**config.mk**
```make
export PLATFORM = sky130hd
export DESIGN_NAME = snake_step_ctrl
export DESIGN_NICKNAME = d
export VERILOG_FILES = /design/src/rtl/snake_pkg.sv /design/src/rtl/step_divider.sv /design/src/rtl/snake_step_ctrl.sv
export SDC_FILE = /design/constraint.sdc
export NUM_CORES = 1
export LEC_CHECK = 0
export BUFFER_PORTS_ARGS = -buffer_cell sky130_fd_sc_hd__buf_2
export CAP_MARGIN = 10
export CORE_UTILIZATION = 62
export CTS_CLUSTER_DIAMETER = 80
export DETAILED_ROUTE_END_ITERATION = 6
export GPL_TIMING_DRIVEN = 0
export PLACE_DENSITY = 0.93
export SKIP_LAST_GASP = 1
export SLEW_MARGIN = 10
export SYNTH_ARGS = -nofsm -noshare
export SYNTH_HDL_FRONTEND = slang
export SYNTH_SLANG_ARGS = --single-unit
```
**constraint.sdc**
```tcl
create_clock -name clk_pix -period 3 [get_ports clk_pix]
set_input_delay 0.3 -clock clk_pix [delete_from_list [all_inputs] [get_ports clk_pix]]
set_output_delay 0.3 -clock clk_pix [all_outputs]
set_load 0.05 [all_outputs]
```
**src/rtl/snake_pkg.sv**
```systemverilog
// snake_pkg: shared definitions for the snake game datapath.
//   state_t      - game-step sequencer states
//   SCORE_W_DEF  - default score counter width
//   CELL         - playfield cell size in pixels (collision and apple blocks)
//   cw()         - counter width helper, never returns less than 1
package snake_pkg;

    typedef enum logic [2:0] {
        IDLE,
        WAIT_TICK,
        WAIT_BODY,
        CHECK,
        RESPAWN,
        OVER
    } state_t;

    localparam int SCORE_W_DEF = 8;
    localparam int CELL        = 16;

    // Bits needed to hold values 0..v-1 (minimum 1 bit).
    function automatic int cw(input int v);
        return (v < 2) ? 1 : $clog2(v);
    endfunction

endpackage

```
**src/rtl/step_divider.sv**
```systemverilog
// step_divider: divides frame ticks into move steps.
// Optional feature macro: SNAKE_SPEEDUP_EN. When defined, the period shrinks
// by one for every 8 points of score (never below 1). The period is only
// re-sampled while hold=0, so it is frozen for the whole WAIT_TICK phase.
// When undefined, the period is the constant TICK_DIV.
// Ports:
//   clk     in   pixel clock
//   reset   in   synchronous, active-high
//   clr     in   clear the tick counter (game restart)
//   tick_en in   frame tick qualified by the WAIT_TICK state
//   hold    in   1 while in WAIT_TICK; freezes the period
//   score   in   current score (speed-up input)
//   step    out  combinational: this tick completes a period
module step_divider
    import snake_pkg::*;
#(
    parameter int TICK_DIV = 4,
    parameter int SCORE_W  = SCORE_W_DEF
) (
    input  logic               clk,
    input  logic               reset,
    input  logic               clr,
    input  logic               tick_en,
    input  logic               hold,
    input  logic [SCORE_W-1:0] score,
    output logic               step
);

    localparam int CW = cw(TICK_DIV + 1);

    logic [CW-1:0] div_cnt;
    logic [CW-1:0] period;

`ifdef SNAKE_SPEEDUP_EN
    logic [SCORE_W-1:0] level;
    logic [CW-1:0]      period_calc;

    assign level = score >> 3;

    always_comb begin
        period_calc = CW'(1);
        if (int'(level) < TICK_DIV - 1)
            period_calc = CW'(TICK_DIV - int'(level));
    end

    always_ff @(posedge clk) begin
        if (reset)
            period <= CW'(TICK_DIV);
        else if (!hold)
            period <= period_calc;
    end
`else
    logic unused_speed;
    assign unused_speed = ^{hold, score};
    assign period       = CW'(TICK_DIV);
`endif

    // >= rather than == keeps the counter safe if the period ever shrinks
    // below a stale count.
    assign step = tick_en && ((div_cnt + CW'(1)) >= period);

    always_ff @(posedge clk) begin
        if (reset || clr)
            div_cnt <= '0;
        else if (tick_en)
            div_cnt <= step ? '0 : div_cnt + CW'(1);
    end

endmodule

```
**src/rtl/snake_step_ctrl.sv**
```systemverilog
// snake_step_ctrl: game-step sequencer for the snake datapath.
// Divides frame ticks into move steps, pulses the body mover, waits for it
// (with a watchdog), evaluates wall/self/apple results, and drives grow,
// apple respawn (with bounded retries), score and game over.
// Optional feature macro: SNAKE_SPEEDUP_EN (handled in step_divider).
// Ports:
//   clk_pix        in   pixel clock
//   reset          in   synchronous, active-high
//   tick           in   one-cycle frame pulse
//   start_btn      in   level, start/restart
//   body_done      in   pulse, body shift complete
//   eat_evt        in   pulse, head on apple
//   wall_hit       in   level, head outside playfield
//   self_hit       in   level, head on body
//   apple_ack      in   pulse, apple placement finished
//   apple_on_snake in   level, valid with apple_ack
//   move_stb       out  pulse, advance body one cell
//   grow           out  pulse, lengthen body
//   apple_req      out  level, request apple placement
//   score          out  apples eaten (saturating)
//   running        out  game active
//   game_over      out  sticky until restart
module snake_step_ctrl
    import snake_pkg::*;
#(
    parameter int TICK_DIV  = 4,
    parameter int SCORE_W   = SCORE_W_DEF,
    parameter int MAX_RETRY = 3,
    parameter int BODY_TO   = 1023
) (
    input  logic               clk_pix,
    input  logic               reset,
    input  logic               tick,
    input  logic               start_btn,
    input  logic               body_done,
    input  logic               eat_evt,
    input  logic               wall_hit,
    input  logic               self_hit,
    input  logic               apple_ack,
    input  logic               apple_on_snake,
    output logic               move_stb,
    output logic               grow,
    output logic               apple_req,
    output logic [SCORE_W-1:0] score,
    output logic               running,
    output logic               game_over
);

    localparam int WW = cw(BODY_TO);
    localparam int RW = cw(MAX_RETRY + 1);

    state_t        state;
    logic [WW-1:0] wd_cnt;
    logic [RW-1:0] retry_cnt;
    logic          eat_seen;
    logic          step;
    logic          restart;

    assign restart = start_btn && (state == IDLE || state == OVER);

    step_divider #(
        .TICK_DIV (TICK_DIV),
        .SCORE_W  (SCORE_W)
    ) u_div (
        .clk     (clk_pix),
        .reset   (reset),
        .clr     (restart),
        .tick_en (tick && state == WAIT_TICK),
        .hold    (state == WAIT_TICK),
        .score   (score),
        .step    (step)
    );

    always_ff @(posedge clk_pix) begin
        if (reset) begin
            state     <= IDLE;
            move_stb  <= 1'b0;
            grow      <= 1'b0;
            apple_req <= 1'b0;
            score     <= '0;
            running   <= 1'b0;
            game_over <= 1'b0;
            wd_cnt    <= '0;
            retry_cnt <= '0;
            eat_seen  <= 1'b0;
        end else begin
            move_stb <= 1'b0;
            grow     <= 1'b0;
            case (state)
                IDLE, OVER: begin
                    if (start_btn) begin
                        game_over <= 1'b0;
                        running   <= 1'b1;
                        score     <= '0;
                        apple_req <= 1'b1;
                        retry_cnt <= '0;
                        eat_seen  <= 1'b0;
                        state     <= RESPAWN;
                    end
                end
                WAIT_TICK: begin
                    if (step) begin
                        move_stb <= 1'b1;
                        wd_cnt   <= '0;
                        state    <= WAIT_BODY;
                    end
                end
                WAIT_BODY: begin
                    if (eat_evt)
                        eat_seen <= 1'b1;
                    if (body_done) begin
                        state <= CHECK;
                    end else if (wd_cnt == WW'(BODY_TO - 1)) begin
                        // Body mover never answered: treat as fatal.
                        running   <= 1'b0;
                        game_over <= 1'b1;
                        state     <= OVER;
                    end else begin
                        wd_cnt <= wd_cnt + WW'(1);
                    end
                end
                CHECK: begin
                    // Collision outranks eating in the same step.
                    if (wall_hit || self_hit) begin
                        running   <= 1'b0;
                        game_over <= 1'b1;
                        state     <= OVER;
                    end else if (eat_seen || eat_evt) begin
                        grow      <= 1'b1;
                        if (~&score)
                            score <= score + 1'b1;
                        apple_req <= 1'b1;
                        state     <= RESPAWN;
                    end else begin
                        eat_seen <= 1'b0;
                        state    <= WAIT_TICK;
                    end
                end
                RESPAWN: begin
                    // A rejected placement drops apple_req for one cycle so
                    // each retry is a fresh request edge.
                    if (apple_req && apple_ack) begin
                        apple_req <= 1'b0;
                        if (apple_on_snake && retry_cnt < RW'(MAX_RETRY)) begin
                            retry_cnt <= retry_cnt + RW'(1);
                        end else begin
                            retry_cnt <= '0;
                            eat_seen  <= 1'b0;
                            state     <= WAIT_TICK;
                        end
                    end else if (!apple_req) begin
                        apple_req <= 1'b1;
                    end
                end
                default: state <= IDLE;
            endcase
        end
    end

endmodule
```
# After elaboration in Yosys (flattened, before gate mapping)
# Cells that the tools add are included.
# classes
n_reduce_logical	27
addsub	4
n_mux	45
bitwise_logic	2
n_lt_le_gt_ge	2
n_eq_ne	20
# ops
cell	n
8-bit 2-to-1 mux	4
10-bit 2-to-1 mux	3
3-bit 2-to-1 mux	9
2-bit != test, second input constant	13
10-bit one-hot mux with 2 select lines	1
1-bit 2-to-1 mux	18
8-bit one-hot mux with 2 select lines	1
3-bit one-hot mux with 5 select lines	1
5-bit AND reduction	3
10-bit by 1-bit adder with 10-bit output, second input constant	1
10-bit equality test, second input constant	1
1-bit one-hot mux with 3 select lines	3
8-bit by 1-bit adder with 8-bit output, second input constant	1
4-bit AND reduction	2
8-bit AND reduction	1
7-bit AND reduction	1
3-bit by 2-bit equality test with 1-bit output, second input constant	2
3-bit equality test, second input constant	2
2-bit 2-to-1 mux	3
2-bit nonzero test	3
3-bit nonzero test	2
1-bit logical AND	5
1-bit logical OR	4
1-bit one-hot mux with 4 select lines	1
13 further kinds	15
# totals
register_bits	32
elab_cells	111
inputBits	10
output_inout_bits	13

# Depth between registers and ports, before layout
# depth
depth_word	5
mapped_depth	7
depth_no_buf	6

# Modules after synthesis
# Synthesis repeated with hierarchy kept, for this count alone.
# unflattened
hier_cells	221
area_unflattened_um2	1853.0
# by_module_without_submodules
mod	seq_area_each_um2	cells_per_inst	area_per_inst_um2	instances
snake_step_ctrl	580.6	209	1711.6	1
step_divider	60.1	12	141.4	1

# Least setup slack after synthesis
# OpenSTA, ideal clock, no wires.
# synth_path
path_kind	register -> register
start	register score[0]
end	register score[5]
synth_period_minus_slack_ns	1.989
setup_ns	0.120
t_arrival_ns	1.869
path_buffers	0
path_slack_ns	1.011
path_stages_with_launch	6
t_required_ns	2.880
path_cell_list	dfxtp_1 > ha_1 > and3_1 > a311oi_2 > a31oi_1 > a211o_1
# synth_between
elab_chain_cells	5
word_cells_on_any_way	8
classes_between	add/sub (1); eq/ne (1); mux (4); reduce/logical (2)
# synth_rtl
item	line	text
start: declaration	snake_step_ctrl.sv:44	output logic [SCORE_W-1:0] score,
start signal: assignment	snake_step_ctrl.sv:131	score <= score + 1'b1;
8-bit by 1-bit adder with 8-bit output	snake_step_ctrl.sv:131	
8-bit 2-to-1 mux	snake_step_ctrl.sv:130	if (~&score)
8-bit 2-to-1 mux	snake_step_ctrl.sv:128	end else if (eat_seen || eat_evt) begin
8-bit 2-to-1 mux	snake_step_ctrl.sv:124	if (wall_hit || self_hit) begin
8-bit one-hot mux with 2 select lines	snake_step_ctrl.sv:89	case (state)
# Parallel ways exist; a longest one is shown, timed or not. The select of a mux whose other input is x is not followed.
# A chain may end at the register's enable or synchronous reset.

# Worst setup path after layout
# layout_path
start	register u_div.div_cnt[0]
end	register wd_cnt[4]
# layout_between
elab_chain_cells	5
# layout_rtl
item	line	text
start: declaration	step_divider.sv:31	logic [CW-1:0] div_cnt;
start signal: assignment	step_divider.sv:66	div_cnt <= step ? '0 : div_cnt + CW'(1);
3-bit by 1-bit adder with 3-bit output	step_divider.sv:60	assign step = tick_en && ((div_cnt + CW'(1)) >= period);
3-bit >= comparator	step_divider.sv:60	
1-bit logical AND	step_divider.sv:60	
2-bit != test (no source line)	-	
4-bit AND reduction (no source line)	-	
end signal: assignment	snake_step_ctrl.sv:119	wd_cnt <= wd_cnt + WW'(1);
end: declaration	snake_step_ctrl.sv:53	logic [WW-1:0] wd_cnt;
# No other way between the ends.

==> metrics <==
CTS root buf clkbuf_4; Setup-failing EPs final 0; Critical Path RT roughly 3.2 ns; clock latency on the worst-skew pair between 0.3 and 0.4 ns; initial antenna violation count 0; Max Slew Vio Count 0; post-route ant nets 0; Setup Skew between 0.007 and 0.008 ns; failing checks design-rule violations; Yosys cell types just under 60; Vias per Instance a little under 7; CTS HTree Levels 2; Worst setup EP type register; Syn-to-layout area delta 11.07%; Synthesized Nets 230; Pre-antenna DRT Iters 7; Async SR Flop Fraction 0; CP Max Fanout 8; Post-synth EDFFs 0; Routed wire per std cell around 16 um; GPL Wtd Cong around 0.9; PortBufs 22; cell row count 19; Die ar. about 0.0033 mm^2; post-synthesis sequential area ratio 0.3413; PnR worst setup slack 0.9851 ns; critical-path cell list ha_1 > xor2_1 > nand2_1 > a21oi_1 > mux2_2; 1st-iter DRT viols 140; Worst slew margin 0.6342; CTS resizes 0; Setup TNS 0 ns; cell taking the most area after synthesis dfxtp_1; post-route total power around 890 uW; CP peak stage delay approximately 0.44 ns; layout cells sized above 1 0.1918; Initial Util 0.6690; nets around 260; actual slew at the worst max-slew pin between 0.5 and 0.6 ns; Max clock buf depth 2; Die Ht around 57 um; status finished with violations; Setup Fix Bufs, Post-CTS 0; largest net degree at the start of global routing 11; Synth top area share 0.3413; Ports 23; Leakage 0.8315 nW; Fillers between 200 and 250; GRT Total Usage 0.3011; Primary FF master, synth dfxtp_1; most numerous cell in the Yosys netlist dfxtp_1; Final Critical Period approximately 2.0 ns; total number of vias between 1500 and 2000; TritonCTS Buffers 5; Final HPWL DP ~3.1 mm; crit path DAT between 2 and 2.5 ns; part of the cycle the worst path needs 0.6716; synthesized flop and latch total 32; Max-Cap Viols 0; Critical Path Source Type register; Setup CP Type register to register; Syn Area/Cell 8.729 um^2; GRT Residual Overflow 0; final hold violation count 0; Ys Warns 0; Clock transition at path regs ~0.1 ns; type of the most critical hold path input port to register; drt total wl 4.503 mm; VDD IR max 0.0003259 V; synthesized area between 0.0015 and 0.002 mm^2; Die Wd ~57 um; Max Fclk 496.3 MHz; drt drc 2; worst hold slack approximately 0.28 ns; # diodes 0; Clock Sinks 32; # hold bufs at CTS 0; RSZ-0062 raised after global routing false; PwrDens around 420 mW/mm^2; commonest cells in the netlist 32 x dfxtp_1, 21 x nand2_1, 15 x a21oi_1; placed instance area between 0.002 and 0.0025 mm^2; CTS tree yes; Synth Instances between 200 and 250; vias in the first global route roughly 1800; pre-CTS setup slack roughly 1.0 ns; first-pass GRT wire length approximately 7.6 mm; core area between 0.002 and 0.003 mm^2; Design Area, Final 0.002085 mm^2; slowest CP cell xor2_1; ranking of synthesized cells by area dfxtp_1 34%, nand2_1 4.2%, a21oi_1 4.0%
[cells in the final DEF, fill, tap and decap left out, types with 6 or more instances in the layout]
cell       instances
a21oi_1           15
o2111ai_1          6
a31oi_1            7
dfxtp_1           32
buf_2             27
nand2_1           21
nor2_1            14
and3_1             7
nand3_1           12
[cell type report]
type | instances | area, um^2 | share of cell area
Multi-Input combinational cell | 168 | 1162 | 0.5576
Sequential cell | 32 | 640.6 | 0.3073
Timing Repair Buffer | 22 | 110.1 | 0.05282
Clock buffer | 8 | 58.81 | 0.02821
Buffer | 9 | 51.30 | 0.02461
Tap cell | 31 | 38.79 | 0.01861
Inverter | 6 | 22.52 | 0.01080
[flip-flops by register name, indices dropped and copies added (netlist names)]
| register | cells |
|---|---|
| apple_req | 1 |
| eat_seen | 1 |
| game_over | 1 |
| grow | 1 |
| move_stb | 1 |
| retry_cnt | 2 |
| running | 1 |
| score | 8 |
| state | 3 |
| u_div.div_cnt | 3 |
| wd_cnt | 10 |
[where the power goes]
part / internal (mW) / switching [mW]
logic: 0.0657 / 0.113
registers: 0.435 / 0.0105
clock network: 0.116 / 0.145
total: 0.616 / 0.269
[path summary, 6_finish.rpt]
path,from,endpoint,slack (ns),cells past startpoint
hold reg to reg,u_div.div_cnt[1],u_div.div_cnt[1],0.46,2
setup / recovery,u_div.div_cnt[0],wd_cnt[4],0.99,5
hold / removal,apple_ack,apple_req,0.28,4
setup reg to reg,u_div.div_cnt[0],wd_cnt[4],0.99,5
[worst max-delay path: cells and delay by family (launching register included)]
| family | cells | cell delay, ns |
|---|---|---|
| xor+xnor | 1 | 0.44 |
| flops | 1 | 0.37 |
| mux | 1 | 0.35 |
| simple gates | 1 | 0.30 |
| compound gates | 1 | 0.24 |
| fa+ha+maj | 1 | 0.22 |
[layer usage]
layer,wire [um],track usage,vias to the layer above,part of all wire
li1,-,-,902,-
met1,1951,0.3843,849,0.43
met2,1978,0.4655,109,0.44
met3,411,0.08163,17,0.091
met4,163,0.1603,0,0.036
met5,0,0,-,0
[kinds of logic after synthesis]
logic type / synth area share
AND/OR/NAND/NOR: 0.2840
AO/OA/AOI/OAI: 0.2820
flip-flops: 0.3413
buffers and inverters: 0.03933
adder cells (fa/ha/maj): 0.03333
XOR/XNOR: 0.01400
multiplexers: 0.006000
[metrics by stage]
step / std cells / utilization
2_1_floorplan: 215 / -
3_3_place_gp: 268 / 0.7221
3_5_place_dp: 268 / 0.7221
4_1_cts: 276 / 0.7431
5_1_grt: 276 / 0.7431
6_report: 276 / 0.7431
No activity file was read; power rests on OpenSTA's default activity.
